==> config.mk <==
export PLATFORM = sky130hd
export DESIGN_NAME = key_search_controller_flat
export DESIGN_NICKNAME = d
export VERILOG_FILES = /design/src/rtl/key_search_pkg.sv /design/src/rtl/key_search_controller_if.sv /design/src/rtl/key_search_watchdog.sv /design/src/rtl/key_search_controller.sv /design/src/flat_wrapper.sv
export SDC_FILE = /design/constraint.sdc
export NUM_CORES = 1
export LEC_CHECK = 0
export CELL_PAD_IN_SITES_DETAIL_PLACEMENT = 0
export CELL_PAD_IN_SITES_GLOBAL_PLACEMENT = 1
export CORE_AREA = 4 4 108 110
export DETAILED_ROUTE_END_ITERATION = 10
export DIE_AREA = 0 0 112 114
export PLACE_DENSITY_LB_ADDON = 0.1
export SLEW_MARGIN = 20
export SYNTH_ARGS = -nofsm -noshare
export SYNTH_HDL_FRONTEND = slang
export SYNTH_HIERARCHICAL = 1
export SYNTH_SLANG_ARGS = --single-unit
==> constraint.sdc <==
create_clock -name clk -period 1.9 [get_ports clk]
set_input_delay 0.38 -clock clk [delete_from_list [all_inputs] [get_ports clk]]
set_output_delay 0.38 -clock clk [all_outputs]
set_load 0.02 [all_outputs]
==> src/rtl/key_search_pkg.sv <==
// key_search_pkg: shared key width and FSM encoding for key_search_controller.
package key_search_pkg;

  localparam int KEY_W = 24;

  localparam logic [2:0] ST_IDLE        = 3'd0;
  localparam logic [2:0] ST_REQ_KEY     = 3'd1;
  localparam logic [2:0] ST_WAIT_KEY    = 3'd2;
  localparam logic [2:0] ST_START_CRACK = 3'd3;
  localparam logic [2:0] ST_WAIT_CRACK  = 3'd4;
  localparam logic [2:0] ST_FOUND       = 3'd5;
  localparam logic [2:0] ST_FAILED      = 3'd6;

  typedef enum logic [2:0] {
    IDLE        = ST_IDLE,
    REQ_KEY     = ST_REQ_KEY,
    WAIT_KEY    = ST_WAIT_KEY,
    START_CRACK = ST_START_CRACK,
    WAIT_CRACK  = ST_WAIT_CRACK,
    FOUND       = ST_FOUND,
    FAILED      = ST_FAILED
  } state_t;

endpackage

==> src/rtl/key_search_controller_if.sv <==
// Handshake bundle between the search controller, the key generator and the decrypt core.
interface key_search_controller_if #(
  parameter int KEY_W = key_search_pkg::KEY_W
);
  logic             key_req;
  logic             key_valid;
  logic             key_last;
  logic [KEY_W-1:0] key_in;
  logic             crack_start;
  logic [KEY_W-1:0] crack_key;
  logic             crack_done;
  logic             crack_ok;

  modport master (
    output key_req, crack_start, crack_key,
    input  key_valid, key_last, key_in, crack_done, crack_ok
  );

  modport slave (
    input  key_req, crack_start, crack_key,
    output key_valid, key_last, key_in, crack_done, crack_ok
  );
endinterface

==> src/rtl/key_search_watchdog.sv <==
// key_search_watchdog: load/count/expire counter guarding the wait for crack_done.
module key_search_watchdog #(
  parameter int LIMIT = 4096
) (
  input  logic clk,
  input  logic reset_n,
  input  logic i_load,
  input  logic i_count,
  output logic o_expire
);
  localparam int         W    = (LIMIT > 2) ? $clog2(LIMIT) : 1;
  localparam logic [W-1:0] LAST = W'(LIMIT - 2);

  logic [W-1:0] r_cnt;

  always_ff @(posedge clk or negedge reset_n) begin
    if (!reset_n) begin
      r_cnt <= '0;
    end else if (i_load) begin
      r_cnt <= '0;
    end else if (i_count) begin
      r_cnt <= r_cnt + 1'b1;
    end
  end

  // Fires on the cycle whose increment would make the count reach LIMIT-1.
  assign o_expire = i_count & (r_cnt == LAST);

endmodule

==> src/rtl/key_search_controller.sv <==
// key_search_controller: requests keys, runs each through the decrypt core until FOUND or FAILED.
// Define KEY_SEARCH_TIMEOUT_EN to add the crack_done watchdog and the timeout output.
module key_search_controller
  import key_search_pkg::*;
#(
  parameter int KEY_W       = key_search_pkg::KEY_W,
  parameter int CNT_W       = 25,
  parameter int TIMEOUT_CYC = 4096
) (
  input  logic                    clk,
  input  logic                    reset_n,
  input  logic                    go,
  input  logic                    abort,
  key_search_controller_if.master bus,
  output logic                    busy,
  output logic                    done,
  output logic                    found,
  output logic [KEY_W-1:0]        found_key,
  output logic [CNT_W-1:0]        attempt_count
`ifdef KEY_SEARCH_TIMEOUT_EN
  ,
  output logic                    timeout
`endif
);

  state_t             r_state;
  logic               r_last;
  logic [KEY_W-1:0]   r_crack_key;
  logic [KEY_W-1:0]   r_found_key;
  logic [CNT_W-1:0]   r_attempts;
  logic               w_key_seen;
  logic               w_expire;

  assign w_key_seen = bus.key_valid | bus.key_last;

`ifdef KEY_SEARCH_TIMEOUT_EN
  logic r_timeout;
  logic w_wd_load;
  logic w_wd_count;

  assign w_wd_load  = (r_state == START_CRACK);
  assign w_wd_count = (r_state == WAIT_CRACK) & ~bus.crack_done;

  key_search_watchdog #(
    .LIMIT (TIMEOUT_CYC)
  ) u_watchdog (
    .clk      (clk),
    .reset_n  (reset_n),
    .i_load   (w_wd_load),
    .i_count  (w_wd_count),
    .o_expire (w_expire)
  );

  assign timeout = r_timeout;
`else
  logic w_unused_timeout_cfg;
  assign w_unused_timeout_cfg = (TIMEOUT_CYC > 0);
  assign w_expire             = 1'b0;
`endif

  always_ff @(posedge clk or negedge reset_n) begin
    if (!reset_n) begin
      r_state     <= IDLE;
      r_last      <= 1'b0;
      r_crack_key <= '0;
      r_found_key <= '0;
      r_attempts  <= '0;
`ifdef KEY_SEARCH_TIMEOUT_EN
      r_timeout   <= 1'b0;
`endif
    end else if (abort) begin
      // Counter and found_key are deliberately left untouched on abort.
      r_state <= IDLE;
`ifdef KEY_SEARCH_TIMEOUT_EN
      r_timeout <= 1'b0;
`endif
    end else begin
      case (r_state)
        IDLE, FOUND, FAILED: begin
          if (go) begin
            r_state     <= REQ_KEY;
            r_attempts  <= '0;
            r_found_key <= '0;
`ifdef KEY_SEARCH_TIMEOUT_EN
            r_timeout   <= 1'b0;
`endif
          end
        end
        REQ_KEY: r_state <= WAIT_KEY;
        WAIT_KEY: begin
          if (w_key_seen) begin
            r_crack_key <= bus.key_in;
            r_last      <= bus.key_last;
            r_state     <= START_CRACK;
          end
        end
        START_CRACK: r_state <= WAIT_CRACK;
        WAIT_CRACK: begin
          if (bus.crack_done) begin
            if (r_attempts != '1) r_attempts <= r_attempts + 1'b1;
            if (bus.crack_ok) begin
              r_state     <= FOUND;
              r_found_key <= r_crack_key;
            end else if (r_last) begin
              r_state <= FAILED;
            end else begin
              r_state <= REQ_KEY;
            end
          end else if (w_expire) begin
            r_state <= FAILED;
`ifdef KEY_SEARCH_TIMEOUT_EN
            r_timeout <= 1'b1;
`endif
          end
        end
        default: r_state <= IDLE;
      endcase
    end
  end

  assign bus.key_req     = (r_state == REQ_KEY);
  assign bus.crack_start = (r_state == START_CRACK);
  assign bus.crack_key   = r_crack_key;
  assign busy            = (r_state == REQ_KEY) | (r_state == WAIT_KEY) |
                           (r_state == START_CRACK) | (r_state == WAIT_CRACK);
  assign done            = (r_state == FOUND) | (r_state == FAILED);
  assign found           = (r_state == FOUND);
  assign found_key       = r_found_key;
  assign attempt_count   = r_attempts;

endmodule

==> src/flat_wrapper.sv <==
// flat-port wrapper written by rule: the top's interface ports become plain ports
module key_search_controller_flat import key_search_pkg::*;
#(
  parameter int KEY_W       = key_search_pkg::KEY_W,
  parameter int CNT_W       = 25,
  parameter int TIMEOUT_CYC = 4096
)
  (clk, reset_n, go, abort, busy, done, found, found_key, attempt_count, bus_key_req, bus_crack_start, bus_crack_key, bus_key_valid, bus_key_last, bus_key_in, bus_crack_done, bus_crack_ok);
  key_search_controller_if #(.KEY_W(KEY_W)) bus_i ();
  input  logic clk;
  input  logic reset_n;
  input  logic go;
  input  logic abort;
  output logic busy;
  output logic done;
  output logic found;
  output logic [KEY_W-1:0] found_key;
  output logic [CNT_W-1:0] attempt_count;
  output wire logic [$bits(bus_i.key_req)-1:0] bus_key_req;
  output wire logic [$bits(bus_i.crack_start)-1:0] bus_crack_start;
  output wire logic [$bits(bus_i.crack_key)-1:0] bus_crack_key;
  input wire logic [$bits(bus_i.key_valid)-1:0] bus_key_valid;
  input wire logic [$bits(bus_i.key_last)-1:0] bus_key_last;
  input wire logic [$bits(bus_i.key_in)-1:0] bus_key_in;
  input wire logic [$bits(bus_i.crack_done)-1:0] bus_crack_done;
  input wire logic [$bits(bus_i.crack_ok)-1:0] bus_crack_ok;
  assign bus_key_req = bus_i.key_req;
  assign bus_crack_start = bus_i.crack_start;
  assign bus_crack_key = bus_i.crack_key;
  assign bus_i.key_valid = bus_key_valid;
  assign bus_i.key_last = bus_key_last;
  assign bus_i.key_in = bus_key_in;
  assign bus_i.crack_done = bus_crack_done;
  assign bus_i.crack_ok = bus_crack_ok;
  key_search_controller #(.KEY_W(KEY_W), .CNT_W(CNT_W), .TIMEOUT_CYC(TIMEOUT_CYC)) u_core (.clk(clk), .reset_n(reset_n), .go(go), .abort(abort), .bus(bus_i), .busy(busy), .done(done), .found(found), .found_key(found_key), .attempt_count(attempt_count));
endmodule
==> flow_metrics.tcl <==
set metrics [dict create \
    outcome "finished, final reports clean" \
    fp.dieW_um 112 \
    drt-total-wl_mm 10.9 \
    pre_cts_slack_ns -0.214 \
    routed-via-count 3523 \
    stdcell_count 691 \
    maxCapViolations 0 \
    slew_viol_final 0 \
    layout_commonest_cell "clkdlybuf4s50_1" \
    post_cts_buffers 0 \
    rsz0062_at_grt "yes" \
    final_antenna_net_count 0 \
    path_max_fanout 4 \
    relSlewSlack_pct 68.9 \
    yosys_register_bits 77 \
    yosysSeqAreaShare_pct 50.9 \
    first_iter_violations 110 \
    drive_gt1_share_pct 24.0 \
    synth_edf_count 0 \
    slowest_delay_ns 0.59 \
    syn_area_um2 3780 \
    arrival_ns 1.48 \
    synthCells 383 \
    ys_async_sr_fraction_pct 100 \
    hpwl_mm 8.03 \
    overflow 0 \
    skew_ns 0.0121 \
    clock_latency_ns 0.36 \
    start_util_pct 35.4 \
    cp.required_ns 1.52 \
    nets 580 \
    core-area_um2 10700 \
    worst_setup_path_start_kind "flip-flop" \
    fp.dieArea_um2 12800 \
    tightest_slew_ns 0.467 \
    fmax_ghz 0.538 \
    grt_pass1_wl_mm 17.7 \
    setup_viol 0 \
    cts_buffers 9 \
    grt_max_degree 49 \
    antenna_cells 0 \
    drc 0 \
    finalWeightedCongestion 0.882 \
    hold_viol 0 \
    h-tree-depth 3 \
    crit_slowest_cell "clkdlybuf4s50_1" \
    final_cell_mix "clkdlybuf4s50_1 (95), dfrtp_1 (75), nand2_1 (69)" \
    fin_ws_ns 0.0396 \
    power_density_nw_per_um2 921 \
    min_period_ns 1.86 \
    worstHoldPathType "reg2reg" \
    grt_pass1_vias 3506 \
    syn2layout_area_growth_pct 51.9 \
    wl_per_cell_um 15.7 \
    cts_tree "built" \
    clkSinkCount 77 \
    antenna_found_initial 0 \
    synth_ff_type "dfrtp_1" \
    viasPerCell 5.10 \
    peakVddDrop_mv 0.733 \
    synth_area_leaders "dfrtp_1 (51%), mux2_2 (7.7%), nand2_1 (6.8%)" \
    ys_types 59 \
    place_inst 675 \
    syn_nets 416 \
    track_usage_pct 17.2 \
    portBuffers 109 \
    fin_setup_tns_ns 0 \
    setup.worst_path.end_class "primary output" \
    placementRows 38 \
    p_leak_nw 2.52 \
    hold_ws_ns 0.479 \
    synth_top_area_cell "dfrtp_1" \
    crit_type "reg2out" \
    die_h_um 114 \
    fin_crit_sh_pct 97.9 \
    path_cells "buf_4 -> clkdlybuf4s50_1" \
    clk_pin_slew_ns 0.08 \
    drt_pass1_iterations 4 \
    clockBufferDepth 2 \
    ioPinCount 110 \
    netlist.area_leader.share_pct 50.9 \
    cts-root-buf "clkbuf_8" \
    avgSynthCellArea_um2 9.88 \
    synth_warnings 6 \
]
[where the power goes]
group / internal [W] / total, W / leakage (nW) / switching [W]
Combinational: 0.000911 / 0.00173 / 1.39 / 0.000823
Sequential: 0.00193 / 0.00215 / 1.02 / 0.000225
Clock: 0.000773 / 0.00141 / 0.105 / 0.000636
Total: 0.00361 / 0.00530 / 2.52 / 0.00168
[area by class of cell]
type	count	area, um2
inverters	9	33.8
well taps	140	175
multi-input cells	276	1780
flip-flops and latches	77	1930
fillers	988	4950
clock buffers	10	138
repair buffers	174	1610
clock inverters	5	83.8
[synthesized netlist by cell type (all sizes together) (2+ instances only)]
cell type,number
nor3b,2
o21ai,37
clkbuf,9
nand2,69
or2,2
nand2b,3
or3,5
nand3,16
inv,9
mux2,26
a211oi,2
nor4,2
o21a,2
a21oi,18
a21o,3
dfrtp,77
and4,2
and3,7
a41oi,4
o211ai,8
a31oi,11
nand4,5
o2111ai,2
mux2i,2
a211o,2
and2,2
buf,12
nor2,14
or4,7
nor3,8
[sequential cells by signal, indices dropped and copies added, names as in the netlist]
signal	cells
u_core/r_state	3
u_core/bus.crack_key	24
u_core/found_key	24
u_core/attempt_count	25
u_core/r_last	1
[metal layers]
layer	part of all wire [%]	wire, um	track usage (%)	vias up
met1	45	4890	22.7	1696
met2	49	5280	28.2	93
met4	1.3	142	6.01	0
met3	5.2	562	3.77	10
met5	0	0	0	-
li1	-	-	-	1724
[per-stage QoR]
step / power [W] / cell area (um2) / utilization, %
after floorplan: 0.00297 / 3780 / -
after global placement: 0.00393 / 5510 / 51.5
after detailed placement: 0.00394 / 5510 / 51.5
after CTS: 0.00536 / 5740 / 53.6
after global routing: 0.00557 / 5750 / 53.7
final: 0.00530 / 5750 / 53.7
[worst max-delay path: cells and delay by family (launching register included)]
kind     cells  cell delay (ns)
buf+inv      2             0.73
flops        1             0.39
[what timing repair did]
action	CTS	global route
endpoints found under the hold margin	30	0
gates resized for setup	18	15
hold buffers	1	0
pin swaps	0	1
endpoints found under the setup margin	10	22
[final timing paths]
kind	from	to	slack [ns]	cells past startpoint
min	u_core/found_key[14]$_DFFE_PN0P_	u_core/found_key[14]$_DFFE_PN0P_	0.48	2
max in group asynchronous	reset_n	u_core/attempt_count[4]$_DFFE_PN0P_	0.78	3
max reg2reg	u_core/r_state[2]$_DFFE_PN0P_	u_core/attempt_count[10]$_DFFE_PN0P_	0.08	7
max	u_core/attempt_count[13]$_DFFE_PN0P_	attempt_count[13]	0.04	2
min in group asynchronous	reset_n	u_core/attempt_count[9]$_DFFE_PN0P_	0.52	2
min reg2reg	u_core/found_key[14]$_DFFE_PN0P_	u_core/found_key[14]$_DFFE_PN0P_	0.48	2
[kinds of logic (layout without fill, tap and decap cells)]
family | Yosys count | after routing | synth area share [%]
flops | 77 | 77 | 50.9
simple gates | 148 | 148 | 20.0
fa+ha+maj | 1 | 1 | 0.331
mux | 28 | 28 | 8.26
buf+inv | 30 | 198 | 3.60
compound gates | 98 | 98 | 16.6
xor+xnor | 1 | 1 | 0.231
(Power assumes the default switching activity.)
